<file path="config.mk">
export PLATFORM = sky130hd
export DESIGN_NAME = prefetch_queue
export DESIGN_NICKNAME = d
export VERILOG_FILES = /design/src/rtl/prefetch_queue.sv
export SDC_FILE = /design/constraint.sdc
export NUM_CORES = 1
export LEC_CHECK = 0
export ABC_AREA = 1
export ABC_CLOCK_PERIOD_IN_PS = 2400
export BUFFER_PORTS_ARGS = -buffer_cell sky130_fd_sc_hd__buf_2
export CORE_MARGIN = 10
export CORE_UTILIZATION = 53
export CTS_BUF_LIST = sky130_fd_sc_hd__clkbuf_16
export DETAILED_ROUTE_END_ITERATION = 16
export GPL_ROUTABILITY_DRIVEN = 1
export PLACE_DENSITY_LB_ADDON = 0.25
export SLEW_MARGIN = 20
export SYNTH_ARGS = -nofsm -noshare
export SYNTH_HDL_FRONTEND = slang
export SYNTH_SLANG_ARGS = --single-unit
</file>
<file path="constraint.sdc">
create_clock -name clk -period 2.4 [get_ports clk]
set_clock_uncertainty 0.15 [all_clocks]
set_input_delay 0.12 -clock clk [delete_from_list [all_inputs] [get_ports clk]]
set_output_delay 0.12 -clock clk [all_outputs]
set_load 0.005 [all_outputs]
</file>
<file path="src/rtl/prefetch_queue.sv">
// Instruction prefetch queue.
// Fetches 16-bit words from cs:fetch_ip into a small byte FIFO that the
// decoder drains one byte at a time. load_new_ip flushes the queue and moves
// the fetch point. A flush that arrives while a read is outstanding parks the
// FSM in ABORT so that the in-flight completion can be absorbed and dropped.
//
// Memory handshake: mem_access is a request level. Once raised it stays high,
// with mem_address stable, until the cycle in which mem_ack strobes for one
// cycle with mem_data valid. mem_access is low in the cycle after mem_ack.
module prefetch_queue #(
  parameter int QUEUE_DEPTH = 6
) (
  input  logic        clk,
  input  logic        reset_n,
  input  logic        load_new_ip,
  input  logic [15:0] new_cs,
  input  logic [15:0] new_ip,
  output logic        mem_access,
  input  logic        mem_ack,
  output logic [18:0] mem_address,
  input  logic [15:0] mem_data,
  input  logic        fifo_rd_en,
  output logic [7:0]  fifo_rd_data,
  output logic        fifo_empty,
  output logic [1:0]  debug_state
);

  localparam int PTR_W = $clog2(QUEUE_DEPTH);
  localparam int CNT_W = $clog2(QUEUE_DEPTH + 1);

  typedef enum logic [1:0] {
    IDLE  = 2'd0,
    FETCH = 2'd1,
    ABORT = 2'd2
  } state_t;

  state_t             state;
  state_t             state_next;
  logic [15:0]        cs;
  logic [15:0]        fetch_ip;
  logic [18:0]        addr_q;
  logic [7:0]         q_mem [QUEUE_DEPTH];
  logic [PTR_W-1:0]   rd_ptr;
  logic [PTR_W-1:0]   wr_ptr;
  logic [PTR_W-1:0]   wr_ptr_1;
  logic [CNT_W-1:0]   count;
  logic [CNT_W-1:0]   free_slots;
  logic [CNT_W-1:0]   n_wr;
  logic [CNT_W-1:0]   n_pop;
  logic [19:0]        linear;
  logic               can_fetch;
  logic               accept;
  logic               pop;

  function automatic logic [PTR_W-1:0] ptr_inc(input logic [PTR_W-1:0] p);
    return (p == PTR_W'(QUEUE_DEPTH - 1)) ? '0 : p + PTR_W'(1);
  endfunction

  assign linear     = {cs, 4'h0} + {4'h0, fetch_ip};
  assign free_slots = CNT_W'(QUEUE_DEPTH) - count;
  // An odd fetch point only brings in the upper byte, so one free slot is enough.
  assign can_fetch  = (free_slots >= CNT_W'(2)) ||
                      ((free_slots >= CNT_W'(1)) && fetch_ip[0]);
  // Data is kept only for a live request that is not being flushed this cycle.
  assign accept     = (state == FETCH) && mem_ack && !load_new_ip;
  assign pop        = fifo_rd_en && (count != '0);
  assign wr_ptr_1   = ptr_inc(wr_ptr);
  assign n_wr       = accept ? (fetch_ip[0] ? CNT_W'(1) : CNT_W'(2)) : '0;
  assign n_pop      = pop ? CNT_W'(1) : '0;

  assign mem_access   = (state != IDLE);
  assign mem_address  = addr_q;
  assign fifo_rd_data = q_mem[rd_ptr];
  assign fifo_empty   = (count == '0);
  assign debug_state  = state;

  // FSM state register.
  always_ff @(posedge clk) begin
    if (!reset_n) state <= IDLE;
    else          state <= state_next;
  end

  // FSM next-state: start a fetch when room exists, absorb stale acks in ABORT.
  always_comb begin
    state_next = state;
    case (state)
      IDLE:    if (!load_new_ip && can_fetch) state_next = FETCH;
      FETCH:   if (mem_ack)                   state_next = IDLE;
               else if (load_new_ip)          state_next = ABORT;
      ABORT:   if (mem_ack)                   state_next = IDLE;
      default: state_next = IDLE;
    endcase
  end

  // Request address is captured at launch so a flush cannot disturb it.
  always_ff @(posedge clk) begin
    if (!reset_n)                                 addr_q <= '0;
    else if (state == IDLE && state_next == FETCH) addr_q <= linear[19:1];
  end

  // Fetch point: reload on flush, advance by the number of bytes accepted.
  always_ff @(posedge clk) begin
    if (!reset_n) begin
      cs       <= 16'hFFFF;
      fetch_ip <= 16'h0000;
    end else if (load_new_ip) begin
      cs       <= new_cs;
      fetch_ip <= new_ip;
    end else if (accept) begin
      fetch_ip <= fetch_ip + (fetch_ip[0] ? 16'd1 : 16'd2);
    end
  end

  // Byte storage: low byte first for an even address, upper byte only if odd.
  always_ff @(posedge clk) begin
    if (accept) begin
      if (fetch_ip[0]) begin
        q_mem[wr_ptr]   <= mem_data[15:8];
      end else begin
        q_mem[wr_ptr]   <= mem_data[7:0];
        q_mem[wr_ptr_1] <= mem_data[15:8];
      end
    end
  end

  // Pointers and occupancy; a flush empties the queue and overrides pop/write.
  always_ff @(posedge clk) begin
    if (!reset_n || load_new_ip) begin
      rd_ptr <= '0;
      wr_ptr <= '0;
      count  <= '0;
    end else begin
      if (pop)    rd_ptr <= ptr_inc(rd_ptr);
      if (accept) wr_ptr <= fetch_ip[0] ? wr_ptr_1 : ptr_inc(wr_ptr_1);
      count <= count + n_wr - n_pop;
    end
  end

endmodule

</file>
# Yosys cells after proc, flatten, opt, wreduce, memory -nomap -nowiden
# Memory sizes are Yosys's and may differ from the RTL's. A register that Yosys moved wholly into a read port is not among the register bits.
# Cells that the tools add are included.
# Widths: inputs -> output; s select.
classes:
  n_lt_le_gt_ge: 2
  n_mux: 24
  n_reduce_logical: 15
  addsub: 8
  n_eq_ne: 6
  bitwise: 1
op_table:
  columns: ["operator", "n"]
  rows:
  - ["$mux 16", 2]
  - ["$add 20x16->20", 1]
  - ["$mux 3", 6]
  - ["$add 16x2->16", 1]
  - ["$mux 2", 7]
  - ["$add 3x1->3 const B", 3]
  - ["$eq 3x3->1 const B", 3]
  - ["$mux 8", 1]
  - ["$mux 1", 7]
  - ["$logic_and 1x1->1", 6]
  - ["$pmux 2 s3", 1]
  - ["$eq 2x1->1 const B", 2]
  - ["$reduce_bool 2->1", 2]
  - ["$add 3x2->3", 1]
  - ["$ge 3x1->1 const B", 1]
  - ["$ge 3x2->1 const B", 1]
  - ["$logic_not 3->1", 1]
  - ["$reduce_bool 3->1", 1]
  - ["$sub 3x1->3", 1]
  - ["$sub 3x3->3 const A", 1]
  - ["$eq 2x2->1 const B", 1]
  - ["$logic_not 1->1", 2]
  - ["$logic_not 2->1", 1]
  - ["$logic_or 1x1->1", 2]
  - ["$or 1x1->1", 1]
totals:
  inputBits: 53
  regBits: 62
  ramBits: 48
  mem_count: 1
  out_inout_bits: 31
mem_list:
  columns: ["name", "words", "width", "read_ports", "rd_clocked_by_memory_dff", "wr", "line", "text"]
  rows:
  - ["q_mem", 6, 8, 1, 1, 2, "42", "logic [7:0] q_mem [QUEUE_DEPTH];"]

# Logic depth before layout (Yosys ltp)
# Gate-level depths: netlist (run 1).
depth:
  depth_word: 9
  mapped_depth: 13
  mapped_depth_nobuf: 13

# Least setup slack after synthesis (run 1)
# No wires, ideal clock.
synth_path:
  kind: "register to register"
  start: "reg count[1]"
  end: "reg count[2]"
  arrival_time_ns: 2.077
  path_slack_ns: 0.054
  required_time_ns: 2.131
  path_buffers: 0
  path_stages_with_launch: 14
  path_cell_list: "dfxtp_1 inv_1 ha_1 inv_1 o21ai_0 inv_1 ha_1 inv_1 ha_1 inv_1 fa_1 xor2_1 xor2_1 nor2_1"
synth_between:
  elab_chain_cells: 4
synth_rtl:
  columns: ["item", "line", "text"]
  rows:
  - ["from (decl)", "46", "logic [CNT_W-1:0] count;"]
  - ["from (signal assigned)", "135", "count <= count + n_wr - n_pop;"]
  - ["$reduce_bool 3->1", "66", "assign pop = fifo_rd_en && (count != '0);"]
  - ["$logic_and 1x1->1", "66", null]
  - ["via pop", "53", "logic pop;"]
  - ["$mux 1", "69", "assign n_pop = pop ? CNT_W'(1) : '0;"]
  - ["$sub 3x1->3", "135", null]
# The timed path passes the listed nets, and every way through them passes these cells.
# A chain may end at the register's enable or synchronous reset.

# Final worst setup path (run 1)
layout_path:
  start: "in load_new_ip"
  end: "reg count[2]"
layout_between:
  elab_chain_cells: 5
layout_rtl:
  columns: ["item", "line", "text"]
  rows:
  - ["from (decl)", "15", "input logic load_new_ip,"]
  - ["$logic_not 1->1", "65", "assign accept = (state == FETCH) && mem_ack && !load_new_ip;"]
  - ["$logic_and 1x1->1", "65", null]
  - ["$mux 2", "68", "assign n_wr = accept ? (fetch_ip[0] ? CNT_W'(1) : CNT_W'(2)) : '0;"]
  - ["$add 3x2->3", "135", null]
  - ["$sub 3x1->3", "135", null]
# Several ways; a longest one is shown, not always the timed one.

==> reports/metrics.sh, run 1 <==
STATUS='finished clean'
MUXSHAREOFSYNTHAREA=0
POWER.SWITCHING_FRACTION=0.2730
YOSYS_REGISTER_BITS=113
SYNTH_NETS=939
CTS_BUFFER_DEPTH=2
CLOCK.FMAX_MHz=426.8
SYNTH-XOR-AREA-SHARE=0.01648
REQUIRED_NS=2.54
DESIGN.FINAL.NETS=1082
WORST_PATH_MAX_DELAY_CELL='dlygate4sd3_1'
CLOCK_INSERTION_DELAY_AT_THE_LATER_PIN_OF_THE_SKEW_REPORT_NS=0.41
LAYOUT-DRIVE-GT1-SHARE=0.1775
MAPPEDNETLISTAREA_UM2=6376
RSZ0062_AT_GRT='yes'
SYNTH_FA_HA_AREA_FRAC=0.04553
PERIOD_NEEDED_NS=2.343
WIRE_LENGTH_OF_THE_FIRST_GLOBAL_ROUTING_PASS_UM=28210
CLOCK_SINK_COUNT=113
POSTSYNTH.TOPFLOPCELL='dfxtp_1'
CLKPWRFRAC=0.452
SETUP-TNS-FINAL_NS=0
POWER-PER-CELL-AREA_nW_PER_UM2=678.5
ASYNC_FLOP_SHARE=0
YS_WARN_COUNT=0
POWER_SWITCHING_mW=1.498
WIRE_PER_INST_UM=14.91
TIMING.MAX_CAP.VIOLATIONS=0
DRC=0
SYNTH_SEQ_AREA_SHARE=0.4301
LAYOUT.FILLER_CELLS=1026
CP_NUM_BUF_INV=5
MAX_SLEW.WORST_PIN.SLEW_NS=0.8061
FINALCOREUTILIZATION=0.6790
POST_DP_CELL_AREA_UM2=6972
DIODES=0
NETLIST_INSTANCES=864
SYNTH-EDFF-COUNT=48
DP.CELLS=1085
CRITPATHLAUNCHTYPE='input pin'
POST_DR_VIAS_CELL=5.272
FIN_AREA_UM2=8088
SYN_AVG_CELL_AREA_UM2=7.380
TIMING.CRITICAL_PATH.CELLS='dlygate4sd3_1 > buf_2 > nor2_2 > inv_2 > nor2_4 > nand2_2 > ha_1 > inv_1 > ha_2 > inv_2 > fa_2 > xor2_1 > xor2_1 > nor2_1'
NUM_IO_PINS=84
FLOORPLAN.CORE_AREA_UM2=11910
OVERFLOW=0
ROUTE.FINAL.WIRE_LENGTH_UM=17400
TIMING_WORST_SETUP_PATH_TYPE='input pin to flop'
POST_SYNTH_AND_OR_NAND_NOR_AREA_FRACTION=0.2696
HOLD_CLASS='input pin to flop'
DIE_Y_UM=129.7
POWER_LEAKAGE_nW=3.780
CRITICAL-PATH-TOP-DELAY-FAMILY='buffers and inverters'
DRV_SLEW=0
CRITICAL-PATH-MAX-STAGE-DELAY_NS=0.53
FLOW.AREA_GROWTH_FROM_SYNTHESIS_PCT=26.84
CLK_TRANSITION_REPORTED_PATHS_NS=0.05
SYNTH_TOP_FAMILY_BY_AREA='simple AND/OR/NAND/NOR gates'
CTS_INSERTED_BUFFERS=17
WORST_EP_ARRIVAL_TIME_NS=2.48
IR_DROP_mV=0.3328
CELLINTERNALPOWER_mW=3.989
TIMING.FINAL.CRIT_SHARE=0.9762
GP_CONGESTION=0.8870
NUMBER_OF_ANTENNA_VIOLATIONS_AT_THE_FIRST_CHECK_IN_GLOBAL_ROUTING=0
MULTI_INPUT_LOGIC_AREA_UM2=3110
SLEW_HEADROOM=0.4620
DR_TOTAL_VIAS=6153
CTS_TREE='done'
ROOT_BUFFER='clkbuf_16'
FINISH.CELL_COUNT_WITHOUT_FILLERS=1167
START_UTIL=0.5353
CRIT_FANOUT=3
PORT_BUFFERS=83
REGISTER_AREA_UM2=2745
SETUP_VIOL=0
ANT_NETS=0
FIRST_ITER_VIOLATIONS=464
DIE_AREA_UM2=16820
ROWS=40
YOSYS.CELL_TYPES.COUNT=38
TIMING_HOLD_VIOLATIONS_FINAL=0
DETAIL_ROUTE.FIRST_PASS.ITERATIONS=5
POWER.COMBINATIONAL.FRACTION=0.155
DPL.HPWL_UM=11280
CHIPWIDTH_UM=129.7
TOTALPOWERFINAL_mW=5.487
SYNTH-COMPOUND-AREA-SHARE=0.1517
CRIT_PATH_END_KIND='flop'
GRT_START_MAX_NET_PINS=38
CTS-HTREE-LEVELS=4
FIRST_GLOBAL_VIAS=6078
GRT_USAGE=0.2111
P_SEQ_FRAC=0.393
-- kinds of logic (layout without fill, tap and decap cells) --
group	count (synthesis)	count (layout)
compound gates	168	168
buf+inv	131	287
xor+xnor	12	12
flops	113	113
fa+ha+maj	22	22
simple gates	418	418
-- sequential cells by signal, indices dropped and copies added, names as in the netlist, named ones only --
signal,flops
count,3
cs,16
debug_state,2
fetch_ip,16
mem_address,19
q_mem,48
rd_ptr,3
wr_ptr,3
-- worst reg2reg max path, cell delays in order (launching register included) --
cell	delay [ns]
dfxtp_2	0.32
inv_2	0.07
ha_4	0.14
inv_2	0.04
o21ai_2	0.14
inv_1	0.08
ha_1	0.27
inv_1	0.06
ha_2	0.17
inv_2	0.04
fa_2	0.35
xor2_1	0.19
xor2_1	0.16
nor2_1	0.05
-- cell usage in the layout (no fill, tap or decap), drive strengths merged, types with 43 or more instances in the layout --
master / instances
inv: 99
dlygate4sd3: 49
nor2: 97
o21ai: 100
a21oi: 46
nand3: 43
buf: 108
edfxtp: 48
dfxtp: 65
nand2: 258
-- path summary, 6_finish.rpt --
| kind | cells after the start | from | slack [ns] | endpoint |
|---|---|---|---|---|
| setup / recovery | 14 | load_new_ip | 0.06 | count[2] |
| setup reg to reg | 13 | count[1] | 0.06 | count[2] |
| hold / removal | 3 | mem_data[14] | 0.01 | q_mem[4][6] |
| hold reg to reg | 1 | rd_ptr[1] | 0.33 | rd_ptr[1] |
-- stage by stage --
step | hold WS (ns) | setup WS, ns
detailed placement | 0.1740 | -0.04414
floorplan | 0.04553 | 0.05422
finish | 0.01007 | 0.05723
CTS | 0.008100 | 0.0004143
global placement | 0.1726 | 0.05118
global route | 0.03034 | -0.04779
-- routing by layer --
metal  global-route usage  vias to the layer above  wire length (um)
met5                    0                        -                 0
met3              0.04902                       31               930
li1                     -                     3120                 -
met2               0.3869                      197              9029
met1               0.2347                     2805              7098
met4              0.06878                        0               346
-- repair_timing --
item | in CTS | in global routing
resized for setup | 1 | 14
buffers inserted | 0 | 1
hold endpoints to repair | 48 | 0
pin swaps | 0 | 6
hold buffers | 49 | 0
endpoints found under the setup margin | 1 | 1
-- area by class of cell --
type / instances / share of cell area
multi-input combinational: 620 / 0.3846
sequential: 113 / 0.3394
timing repair buffer: 157 / 0.1352
clock buffer: 17 / 0.05260
inverter: 98 / 0.04548
tap: 147 / 0.02274
clock inverter: 15 / 0.01996
-- cell usage after synthesis, types with 6 or more instances --
library cell	n	area [um2]
o21ai_2	17	148.9
a21oi_1	46	230.2
dfxtp_1	65	1301
nor2_1	94	352.8
nand2_1	254	953.4
o22ai_1	8	50.05
nand3_1	43	215.2
nand4_1	7	43.79
xor2_1	6	52.55
a32o_1	8	80.08
clkbuf_1	13	48.80
edfxtp_1	48	1441
o21ai_0	65	325.3
buf_2	9	45.04
xnor2_1	6	52.55
inv_1	95	356.6
ha_1	20	250.2
o21ai_1	18	90.09
-- power by group through the flow --
| stage | clock network [mW] | logic (mW) | registers [mW] |
|---|---|---|---|
| 4_1_cts | 2.49 | 0.837 | 2.15 |
| 5_1_grt | 2.58 | 0.969 | 2.17 |
| 2_1_floorplan | 0 | 0.531 | 2.18 |
| 3_5_place_dp | 0 | 0.761 | 2.19 |
| 6_report | 2.48 | 0.849 | 2.16 |
| 3_3_place_gp | 0 | 0.749 | 2.19 |
(Power assumes the default switching activity.)
==> run 2: changes to the inputs <==
- BUFFER_PORTS_ARGS: -buffer_cell sky130_fd_sc_hd__buf_2 -> unset
- CELL_PAD_IN_SITES_DETAIL_PLACEMENT: unset -> 0
- CELL_PAD_IN_SITES_GLOBAL_PLACEMENT: unset -> 1
- CORE_MARGIN: 10 -> 3
- CORE_UTILIZATION: 53 -> 42
- DONT_BUFFER_PORTS: unset -> 1
==> run 2 against run 1 <==
  * Combinational power is 6.0% lower
  * Largest power group unchanged
  * Clock power is 4% higher
  * Count of clock-buffer cells in the layout unchanged
  * Design area down 1.5%
  * Highest routed layer unchanged
  * Critical path depth decreased by 1
  * Die area down 0.73%
  * Sequential power about the same
  * Fmax rose by 0.25%
  * Global-route usage rose by 1.2 points
  * Flip-flop and latch count stayed put
  * Worst hold slack improved by 0.021 ns
  * Power grew 1.1%
==> reports/metrics.sh, run 2 (synthesis gave the netlist of run 1 again) <==
STATUS='finished clean'
LARGEST-REGISTER='q_mem'
TIMING_HOLD_VIOLATIONS_FINAL=0
DESIGN.FINAL.NETS=1022
CHIPWIDTH_UM=129.2
STARTPOINT='count[0]'
MOST-COMMON-LAYOUT-CELLS='nand2_1 (254), nor2_1 (94), inv_1 (93)'
START_UTIL=0.4338
GRT_START_MAX_NET_PINS=30
NUMBER_OF_ANTENNA_VIOLATIONS_AT_THE_FIRST_CHECK_IN_GLOBAL_ROUTING=0
FLOORPLAN.CORE_AREA_UM2=14700
TOTALPOWERFINAL_mW=5.548
WIRE_LENGTH_OF_THE_FIRST_GLOBAL_ROUTING_PASS_UM=29100
PERIOD_NEEDED_NS=2.337
DIE_AREA_UM2=16700
SETUP_VIOL=0
ROOT_BUFFER='clkbuf_16'
POST_DP_CELL_AREA_UM2=6615
DIE_Y_UM=129.2
CELLINTERNALPOWER_mW=4.132
MAX_SLEW.WORST_PIN.SLEW_NS=0.8198
REQUIRED_NS=2.55
P_SEQ_FRAC=0.391
POWER.SWITCHING_FRACTION=0.2553
DRV_SLEW=0
CLOCK_SINK_COUNT=113
NUM_IO_PINS=84
HOLD_CLASS='input pin to flop'
CTS_TREE='done'
DR_TOTAL_VIAS=5890
TIMING.FINAL.WS_SETUP_NS=0.06307
POST_DR_VIAS_CELL=5.149
FINALCOREUTILIZATION=0.5422
DPL.HPWL_UM=12340
ROUTE.FINAL.WIRE_LENGTH_UM=17730
CLOCK_INSERTION_DELAY_AT_THE_LATER_PIN_OF_THE_SKEW_REPORT_NS=0.42
OVERFLOW=0
PORT_BUFFERS=0
TIMING.MAX_CAP.VIOLATIONS=0
WORST_EP_ARRIVAL_TIME_NS=2.49
CTS_BUFFER_DEPTH=2
LARGEST_REGISTER_FF_COUNT=48
WHS_NS=0.03137
MULTI_INPUT_LOGIC_AREA_UM2=3100
SLEW_HEADROOM=0.4516
ANT_NETS=0
FIRST_ITER_VIOLATIONS=376
R2R_START='count[0]'
CTS-HTREE-LEVELS=4
POWER_LEAKAGE_nW=3.550
WORSTHOLDSTART='reset_n'
RSZ0062_AT_GRT='yes'
CLK_TRANSITION_REPORTED_PATHS_NS=0.05
WIRE_PER_INST_UM=15.49
FIN_AREA_UM2=7970
TIMING_WORST_SETUP_PATH_TYPE='flop to flop'
LAYOUT.FILLER_CELLS=1361
CLOCK.FMAX_MHz=427.9
DP_SLACK_NS=-0.04372
IR_DROP_mV=0.4767
CRITPATHLAUNCHTYPE='flop'
GRT_USAGE=0.2231
FLOW.AREA_GROWTH_FROM_SYNTHESIS_PCT=25.00
CTS_INSERTED_BUFFERS=17
POWER.COMBINATIONAL.FRACTION=0.144
DETAIL_ROUTE.FIRST_PASS.ITERATIONS=5
TIMING.FINAL.CRIT_SHARE=0.9737
GP_CONGESTION=0.8554
DIODES=0
FIRST_GLOBAL_VIAS=5840
POWER-PER-CELL-AREA_nW_PER_UM2=696.1
CRIT_FANOUT=2
MOSTFREQUENTLAYOUTCELL='nand2_1'
ROWS=44
CLKPWRFRAC=0.465
CRIT_PATH_END_KIND='flop'
POWER_SWITCHING_mW=1.416
LAYOUT-DRIVE-GT1-SHARE=0.09375
REGISTER_AREA_UM2=2744
DRC=0
run 2: path summary, 6_finish.rpt:
check	endpoint	slack [ns]	cells after the start
worst max register to register	count[2]	0.06	13
worst max-delay path	count[2]	0.06	13
worst min register to register	cs[4]	0.31	2
worst min-delay path	mem_address[15]	0.03	4
run 2: cell type report:
type                            count  area share
Clock inverter                     15     0.02182
Sequential cell                   113      0.3443
Multi-Input combinational cell    620      0.3890
Timing Repair Buffer               97      0.1165
Inverter                           98     0.04615
Clock buffer                       17     0.05338
Tap cell                          184     0.02889
run 2: power by group through the flow:
stage	Combinational (mW)	Sequential (mW)	Clock (mW)
floorplan	0.531	2.18	0
CTS	0.789	2.17	2.60
global placement	0.661	2.21	0
detailed placement	0.673	2.21	0
global route	0.916	2.18	2.68
finish	0.798	2.17	2.58
run 2: stage by stage:
| stage | TNS [ns] | cells |
|---|---|---|
| after floorplan | 0 | 864 |
| after global placement | 0 | 1039 |
| after detailed placement | -0.04372 | 1039 |
| after CTS | 0 | 1142 |
| after global routing | -0.03805 | 1144 |
| final | 0 | 1144 |
run 2: timing repair:
| action | CTS | global route |
|---|---|---|
| endpoints found under the hold margin | 105 | 0 |
| endpoints found under the setup margin | 1 | 1 |
| setup buffers | 0 | 2 |
| hold buffers | 71 | 0 |
| pin swaps | 0 | 6 |
| gates resized for setup | 1 | 8 |
run 2: worst max-delay path, stage by stage, from the launching register on:
cell	delay (ns)
dfxtp_1	0.30
inv_1	0.10
ha_4	0.15
inv_2	0.04
o21ai_2	0.14
inv_1	0.09
ha_1	0.27
inv_1	0.05
ha_1	0.14
inv_2	0.04
fa_2	0.35
xor2_1	0.18
xor2_1	0.15
nor2_1	0.05
run 2: routing by layer:
layer  vias to the layer above  share of wire  track usage
li1                       3005              -            -
met2                       134           0.51       0.4046
met5                         -              0            0
met3                        32          0.040      0.03998
met4                         0          0.024      0.08586
met1                      2719           0.43       0.2613
==> run 3: changes to the inputs <==
- CORE_ASPECT_RATIO: unset -> 1.75
- CORE_MARGIN: 3 -> unset
- PLACE_DENSITY_LB_ADDON: 0.25 -> 0.12
==> run 3 against run 2 <==
  * Via count up 0.85%
  * Sequential power about the same
  * Wire length up 3.8%
  * Sequential share of layout area about the same
  * Register-to-register slack hardly changed
  * Global-route usage rose by 2.2 points
  * Utilization shrank 0.54 points
  * Design area about the same
  * Critical endpoint unchanged
  * Largest cell class unchanged
  * Highest routed layer unchanged
==> reports/metrics.sh, run 3 (synthesis gave the netlist of run 1 again) <==
TIMING.FINAL.WS_SETUP_NS=0.06338
DETAIL_ROUTE.WIRELENGTH.MET1_UM=6601
RSZ0062_AT_GRT='yes'
LAYOUT-DRIVE-GT1-SHARE=0.1017
CTS_INSERTED_BUFFERS=17
LARGEST-REGISTER='q_mem'
MOSTFREQUENTLAYOUTCELL='nand2_1'
DR_TOTAL_VIAS=5940
P_SEQ_FRAC=0.402
MAX_SLEW.WORST_PIN.SLEW_NS=0.7719
TIMING.MAX_CAP.VIOLATIONS=0
POST_DP_CELL_AREA_UM2=6651
POWER_LEAKAGE_nW=3.555
WIRE_LENGTH_OF_THE_FIRST_GLOBAL_ROUTING_PASS_UM=28270
SETUP_VIOL=0
FLOW.AREA_GROWTH_FROM_SYNTHESIS_PCT=24.92
DP.CELLS=1043
POST_DR_VIAS_CELL=5.174
TIMING_HOLD_VIOLATIONS_FINAL=0
CRITPATHLAUNCHTYPE='flop'
DRC=0
DRV_SLEW=0
CTS-HTREE-LEVELS=4
SETUP-TNS-FINAL_NS=0
POWER.SWITCHING_FRACTION=0.2705
CLK_TRANSITION_REPORTED_PATHS_NS=0.06
OVERFLOW=0
IR_DROP_mV=0.5236
START_UTIL=0.4297
CTS_TREE='done'
ANT_NETS=0
DIE_AREA_UM2=15700
TIMING_WORST_SETUP_PATH_TYPE='flop to flop'
FIRST_ITER_VIOLATIONS=165
POWER_SWITCHING_mW=1.461
DPL.HPWL_UM=13150
DIE_Y_UM=165.0
HOLD_CLASS='input pin to flop'
LARGEST_REGISTER_FF_COUNT=48
CELLINTERNALPOWER_mW=3.941
POWER.COMBINATIONAL.FRACTION=0.147
WORST_EP_ARRIVAL_TIME_NS=2.48
POWER-PER-CELL-AREA_nW_PER_UM2=678.2
NUMBER_OF_ANTENNA_VIOLATIONS_AT_THE_FIRST_CHECK_IN_GLOBAL_ROUTING=1
PERIOD_NEEDED_NS=2.337
FIRST_GLOBAL_VIAS=5665
CLKPWRFRAC=0.451
LAYOUT.FILLER_CELLS=1446
REQUIRED_NS=2.54
MET3_LENGTH_UM=665
CLOCK_SINK_COUNT=113
PORT_BUFFERS=0
DESIGN.FINAL.NETS=1026
WIRE_PER_INST_UM=16.03
CRIT_PATH_END_KIND='flop'
TIMING.FINAL.CRIT_SHARE=0.9736
HIGHEST_LAYER='met4'
WHS_NS=0.02707
NUM_IO_PINS=84
FIN_AREA_UM2=7965
GRT_USAGE=0.2451
GP_CONGESTION=0.8840
CTS_BUFFER_DEPTH=2
CRIT_FANOUT=2
ROWS=59
CLOCK.FMAX_MHz=428.0
DETAIL_ROUTE.FIRST_PASS.ITERATIONS=5
CLOCK_INSERTION_DELAY_AT_THE_LATER_PIN_OF_THE_SKEW_REPORT_NS=0.41
ROUTE.FINAL.WIRE_LENGTH_UM=18400
FLOORPLAN.CORE_AREA_UM2=14840
GRT_START_MAX_NET_PINS=33
FINISH.CELL_COUNT_WITHOUT_FILLERS=1148
STATUS='finished clean'
ROOT_BUFFER='clkbuf_16'
WL_MET2_UM=10530
CHIPWIDTH_UM=95.14
MOST-COMMON-LAYOUT-CELLS='nand2_1 (254), nor2_1 (93), inv_1 (92)'
SLEW_HEADROOM=0.4822
DP_SLACK_NS=-0.07784
-- run 3: changes by cell type in the layout (fill, tap and decap cells not counted), sizes merged --
| cell | before | now |
|---|---|---|
| clkinvlp | 2 | 4 |
| diode | 0 | 1 |
| dlygate4sd3 | 70 | 69 |
| buf | 27 | 30 |
| dlymetal6s4s | 0 | 2 |
| bufinv | 4 | 2 |
-- run 3: final cells by class --
class                   instances  area, um2  area share
multi-input cells             620       3098      0.3889
inverters                      98      367.9     0.04618
diodes                          1      2.502   0.0003142
clock inverters                15      143.9     0.01806
flip-flops and latches        113       2745      0.3446
repair buffers                101      953.4      0.1197
clock buffers                  17      425.4     0.05341
well taps                     183      229.0     0.02875
-- run 3: final timing paths --
| check | startpoint | endpoint | slack (ns) | cells past startpoint |
|---|---|---|---|---|
| setup / recovery | count[1] | count[2] | 0.06 | 13 |
| hold / removal | mem_data[7] | q_mem[1][7] | 0.03 | 4 |
| setup reg to reg | count[1] | count[2] | 0.06 | 13 |
| hold reg to reg | cs[9] | cs[9] | 0.32 | 2 |
-- run 3: worst max-delay path, stage by stage, from the launching register on --
cell	delay, ns
dfxtp_2	0.33
inv_2	0.06
ha_2	0.17
inv_1	0.06
o21ai_2	0.17
inv_2	0.05
ha_1	0.28
inv_1	0.05
ha_1	0.14
inv_1	0.05
fa_2	0.33
xor2_1	0.18
xor2_1	0.15
nor2_1	0.05
-- run 3: what timing repair did --
item / CTS / global route
endpoints found under the setup margin: 1 / 17
gates resized for setup: 2 / 11
setup buffers: 0 / 1
hold buffers: 71 / 0
pin swaps: 0 / 4
endpoints found under the hold margin: 104 / 0
-- run 3: routing by layer --
| layer | track usage | vias up |
|---|---|---|
| met1 | 0.2417 | 2755 |
| li1 | - | 3012 |
| met2 | 0.4682 | 137 |
| met3 | 0.05064 | 36 |
| met5 | 0 | - |
| met4 | 0.1191 | 0 |
-- run 3: through the flow --
step / total power, mW / util
floorplan: 2.714 / -
global placement: 2.883 / 0.4483
detailed placement: 2.897 / 0.4483
CTS: 5.422 / 0.5348
global route: 5.639 / 0.5368
finish: 5.402 / 0.5368
-- run 3: power groups by stage --
stage          registers, mW  logic (mW)  clock network (mW)
3_5_place_dp            2.21       0.686                   0
4_1_cts                 2.17       0.791                2.46
3_3_place_gp            2.21       0.674                   0
5_1_grt                 2.18       0.912                2.55
2_1_floorplan           2.18       0.531                   0
6_report                2.17       0.796                2.44
